`config.mk`:
```
export PLATFORM = sky130hd
export DESIGN_NAME = pong_score_keeper
export DESIGN_NICKNAME = d
export VERILOG_FILES = /design/src/rtl/pong_score_keeper.sv
export SDC_FILE = /design/constraint.sdc
export NUM_CORES = 1
export LEC_CHECK = 0
export ABC_AREA = 1
export CORE_ASPECT_RATIO = 0.8
export CORE_MARGIN = 10
export CORE_UTILIZATION = 54
export CTS_CLUSTER_DIAMETER = 40
export DETAILED_ROUTE_END_ITERATION = 16
export PLACE_DENSITY = 0.74
export REMOVE_ABC_BUFFERS = 1
export SLEW_MARGIN = 5
export SYNTH_ARGS = -nofsm -noshare
export SYNTH_HDL_FRONTEND = slang
export SYNTH_SLANG_ARGS = --single-unit
```
`constraint.sdc`:
```
create_clock -name clk -period 2 [get_ports clk]
set_input_delay 0.3 -clock clk [delete_from_list [all_inputs] [get_ports clk]]
set_output_delay 0.3 -clock clk [all_outputs]
set_load 0.02 [all_outputs]
```
`src/rtl/pong_score_keeper.sv`:
```
// Two-player Pong score keeper: BCD score digits, post-point hold timer,
// serve direction and winner latch for the seven-segment display path.
module pong_score_keeper #(
  parameter int unsigned WIN_SCORE   = 11,
  parameter int unsigned HOLD_CYCLES = 25000000,
  parameter int unsigned HOLD_W      = 25
) (
  input  logic       clk,
  input  logic       reset,
  input  logic       point_p1,
  input  logic       point_p2,
  input  logic       game_restart,
  output logic [3:0] first_1,
  output logic [3:0] first_0,
  output logic [3:0] second_1,
  output logic [3:0] second_0,
  output logic       freeze,
  output logic       serve_left,
  output logic       game_over,
  output logic [1:0] winner
);

  localparam logic [7:0]        WIN_BCD   = {4'(WIN_SCORE / 10), 4'(WIN_SCORE % 10)};
  localparam logic [HOLD_W-1:0] HOLD_LAST = HOLD_W'(HOLD_CYCLES - 1);

  typedef enum logic [1:0] {PLAY, HOLD, OVER} state_t;

  state_t            state, state_n;
  logic [HOLD_W-1:0] hold_cnt, hold_cnt_n;
  logic              point_p1_d, point_p2_d;
  logic              rise1, rise2;
  logic [7:0]        p1_bcd, p2_bcd, p1_bcd_n, p2_bcd_n, p1_inc, p2_inc;
  logic              serve_left_n, game_over_n;
  logic [1:0]        winner_n;

  function automatic logic [7:0] bcd_inc(input logic [7:0] v);
    if (v[3:0] == 4'd9) return {v[7:4] + 4'd1, 4'd0};
    else                return {v[7:4], v[3:0] + 4'd1};
  endfunction

  assign rise1  = point_p1 & ~point_p1_d;
  assign rise2  = point_p2 & ~point_p2_d;
  assign p1_inc = bcd_inc(p1_bcd);
  assign p2_inc = bcd_inc(p2_bcd);

  always_ff @(posedge clk or posedge reset) begin
    if (reset) begin
      state      <= HOLD;
      hold_cnt   <= '0;
      point_p1_d <= 1'b0;
      point_p2_d <= 1'b0;
      p1_bcd     <= '0;
      p2_bcd     <= '0;
      serve_left <= 1'b0;
      game_over  <= 1'b0;
      winner     <= 2'b00;
    end else begin
      state      <= state_n;
      hold_cnt   <= hold_cnt_n;
      point_p1_d <= point_p1;
      point_p2_d <= point_p2;
      p1_bcd     <= p1_bcd_n;
      p2_bcd     <= p2_bcd_n;
      serve_left <= serve_left_n;
      game_over  <= game_over_n;
      winner     <= winner_n;
    end
  end

  always_comb begin
    state_n      = state;
    hold_cnt_n   = hold_cnt;
    p1_bcd_n     = p1_bcd;
    p2_bcd_n     = p2_bcd;
    serve_left_n = serve_left;
    game_over_n  = game_over;
    winner_n     = winner;
    if (game_restart) begin
      state_n     = HOLD;
      hold_cnt_n  = '0;
      p1_bcd_n    = '0;
      p2_bcd_n    = '0;
      game_over_n = 1'b0;
      winner_n    = 2'b00;
    end else begin
      unique case (state)
        PLAY: begin
          // simultaneous rises are treated as a glitch and ignored
          if (rise1 && !rise2) begin
            p1_bcd_n = p1_inc;
            if (p1_inc == WIN_BCD) begin
              state_n     = OVER;
              game_over_n = 1'b1;
              winner_n    = 2'b01;
            end else begin
              state_n      = HOLD;
              hold_cnt_n   = '0;
              serve_left_n = 1'b0;
            end
          end else if (rise2 && !rise1) begin
            p2_bcd_n = p2_inc;
            if (p2_inc == WIN_BCD) begin
              state_n     = OVER;
              game_over_n = 1'b1;
              winner_n    = 2'b10;
            end else begin
              state_n      = HOLD;
              hold_cnt_n   = '0;
              serve_left_n = 1'b1;
            end
          end
        end
        HOLD: begin
          if (hold_cnt == HOLD_LAST) begin
            state_n    = PLAY;
            hold_cnt_n = '0;
          end else begin
            hold_cnt_n = hold_cnt + 1'b1;
          end
        end
        OVER: ;
        default: state_n = HOLD;
      endcase
    end
  end

  assign freeze   = (state != PLAY);
  assign first_1  = p1_bcd[7:4];
  assign first_0  = p1_bcd[3:0];
  assign second_1 = p2_bcd[7:4];
  assign second_0 = p2_bcd[3:0];

endmodule

```
==> results.yml <==
grt:
  grt_pass1_wl_um: 14300
  antenna_found_initial: 0
  grt_pass1_vias: 2932
  grt_max_degree: 50
  grtUsageTotal_pct: 17.5
  grt_overflow: 0
timing:
  fin_crit_sh_pct: 94.6
  finalSetupViolCount: 0
  finalHoldViolCount: 0
  fin_crit_ns: 1.89
  fin_setup_tns_ns: 0
  rsz0062_at_grt: "true"
  fmax_mhz: 529
  slew_headroom_pct: 74.5
  clock-skew-final_ns: 0.00794
  fin_hold_ws_ns: 0.349
  slew_viol_final: 0
  tightest_slew_ns: 0.381
  fin_ws_ns: 0.109
route:
  drt_iter0_markers: 199
  vias_per_cell: 5.33
  drc: 0
  met3_length_um: 774
  via_count: 3286
  met2_length_um: 3700
  top_layer: "met4"
  wl_met1_um: 4350
  wl_um: 8870
  ant_nets: 0
  dr.pass1.iters: 5
  avgRoutedWirePerCell_um: 14.4
synth:
  syn_area_per_cell_sq_um: 7.10
  netlist_instances: 476
  ys_types: 34
  ys_seq_area_share_pct: 36.3
  synth_edf_count: 0
  synth_area_sq_um: 3380
  synth-seq-cells: 49
  synth_flop_cell: "dfrtp_1"
  async_flop_share_pct: 100
  yosysWarnings: 0
clock_tree:
  clockRootBuffer: "clkbuf_8"
  cts_buffer_depth: 2
  cts.clk_slew.worst_paths_ns: 0.10
  clk_latency_ns: 0.31
  cts_buffers: 5
  cts.sinks: 49
  hold_buffers: 0
  htree_num_levels: 2
  cts_tree: "built"
worst_hold_path:
  hold_path.class: "in2async"
power:
  vdd_ir_drop_max_uv: 402
  internal_power_uw: 1460
  swShare_pct: 31.5
  p_leak_uw: 0.00196
  switching_power_uw: 673
  power_density_nw_per_um2: 519
  seq_power_share_pct: 51.1
  finalPower_uw: 2130
  combPwrFrac_pct: 20.3
  clockPowerShare_pct: 28.6
cells_and_area:
  fin_util_pct: 68.5
  drive_gt1_share_pct: 22.4
  diodes: 0
  finalNetCount: 544
  area_growth_pct: 21.7
floorplan:
  dieArea_sq_um: 9840
  chipHeight_um: 90.8
  start_util_pct: 56.3
  fp.coreArea_sq_um: 6010
  die_x_um: 108
  std_cell_rows: 25
  pin_count: 26
placed_design:
  post-place-ws_ns: -0.242
  dp_hpwl_um: 6350
  port_buffers: 25
  gp_congestion: 0.972
critical_path:
  reg2reg_to: "hold_cnt[22]"
  crit_buf_inv: 1
  reg2regPathDepth: 10
  worst-setup-path-type: "reg2reg"
  crit_fanout: 7
  cp.required_ns: 2.21
  start_kind: "flop"
  endpoint_kind: "flop"
  r2r_slack_ns: 0.11
  worstPathArrival_ns: 2.10
  slowest_stage: "dfrtp_1"
  worst_path_dominant_cell_family: "simple AND/OR/NAND/NOR gates"
  timing.rr.start: "hold_cnt[1]"
  max_stage_delay_ns: 0.39
  crit_path_cell_trace: "ha_1 -> nand2_1 -> nor2_4 -> nand2_1 -> nor2_1 -> nand3_1 -> nand2_4 -> clkinvlp_4 -> nand3_1 -> nand2_2"
flow_run:
  cap_viol_max_count: 0
outcome:
  status: "complete, no violations"
-- power by group through the flow --
stage / logic [uW] / clock network (uW) / registers, uW
2_1_floorplan: 171 / 0 / 1140
3_3_place_gp: 399 / 0 / 1110
6_report: 434 / 610 / 1090
3_5_place_dp: 404 / 0 / 1110
5_1_grt: 472 / 667 / 1100
4_1_cts: 405 / 622 / 1090
-- flip-flops by register name, summed over array words and instances (netlist names) --
register and count:
game_over 1, p1_bcd 8, state 2, winner 2, hold_cnt 25, serve_left 1, p2_bcd 8, point_p2_d 1
point_p1_d 1
-- per-layer routing --
layer / track usage (%) / vias up
li1: - / 1637
met1: 25.8 / 1528
met2: 24.2 / 112
met3: 5.49 / 9
met4: 3.07 / 0
met5: 0 / -
-- cell type report --
class	instances	area (sq um)
clock buffer	6	72.6
clock inverter	2	15.0
fill	531	1890
sequential	49	1230
timing repair buffer	56	554
timing repair inverter	1	7.51
tap	81	101
inverter	67	256
multi-input combinational	354	1880
-- worst min-delay path, cell delays in order --
cell             delay (ns)
clkdlybuf4s50_1        0.41
inv_2                  0.07
buf_12                 0.26
-- what timing repair did --
item                                    CTS  global route
gates resized for setup                   2            15
cloned                                    0             3
endpoints found under the setup margin    1            29
setup buffers                             0             1
pin swaps                                 0             2
-- placed cells by master (no fill, tap or decap), types with 7 or more instances in the layout --
master and count:
nand2_1 122, inv_1 59, dfrtp_1 48, nor2_1 43, nand2_2 42, nand3_1 41, buf_4 26, clkdlybuf4s50_1 24
nand4_1 20, o21ai_0 12, nor3_1 12, xor2_1 10, nor2_2 8, o22ai_1 7, a21oi_1 7
-- per-stage QoR --
| step | instances | instance area [sq um] |
|---|---|---|
| 2_1_floorplan | 470 | 3310 |
| 3_3_place_gp | 604 | 3910 |
| 3_5_place_dp | 604 | 3910 |
| 4_1_cts | 612 | 4000 |
| 5_1_grt | 616 | 4110 |
| 6_report | 616 | 4110 |
-- synthesized netlist by cell type, types with 2 or more instances --
cell      count  area (sq um)
nand2_1     123           462
inv_1        62           233
nor2_1       49           184
dfrtp_1      48          1200
nand2_2      42           263
nand3_1      41           205
nand4_1      20           125
nor3_1       12          60.1
o21ai_0      12          60.1
xor2_1       10          87.6
a21oi_1       7          35.0
o22ai_1       7          43.8
ha_1          5          62.6
inv_2         4          15.0
nand3_2       4          40.0
nor2_2        4          25.0
or2_2         4          25.0
nand3b_1      3          22.5
buf_12        2          40.0
buf_2         2          10.0
nor2_4        2          22.5
-- worst max-delay path by stage --
stage	from	end	slack [ns]	depth (start not counted)
after global placement	point_p2	hold_cnt[4]	-0.18	15
after global routing	point_p1	hold_cnt[22]	-0.01	13
final	hold_cnt[1]	hold_cnt[22]	0.11	10
after CTS	hold_cnt[1]	hold_cnt[22]	0.02	10
after floorplan	point_p2_d	hold_cnt[2]	0.12	12
after detailed placement	point_p2	hold_cnt[3]	-0.24	15
-- kinds of logic (layout without fill, tap and decap cells) --
logic type	after synthesis	after routing	synth area share [%]
adder cells (fa/ha/maj)	5	5	1.85
flip-flops	49	49	36.3
buffers and inverters	73	132	9.59
AND/OR/NAND/NOR	310	310	44.8
AO/OA/AOI/OAI	29	29	4.89
XOR/XNOR	10	10	2.59
Power figures use the tool's default switching activity.
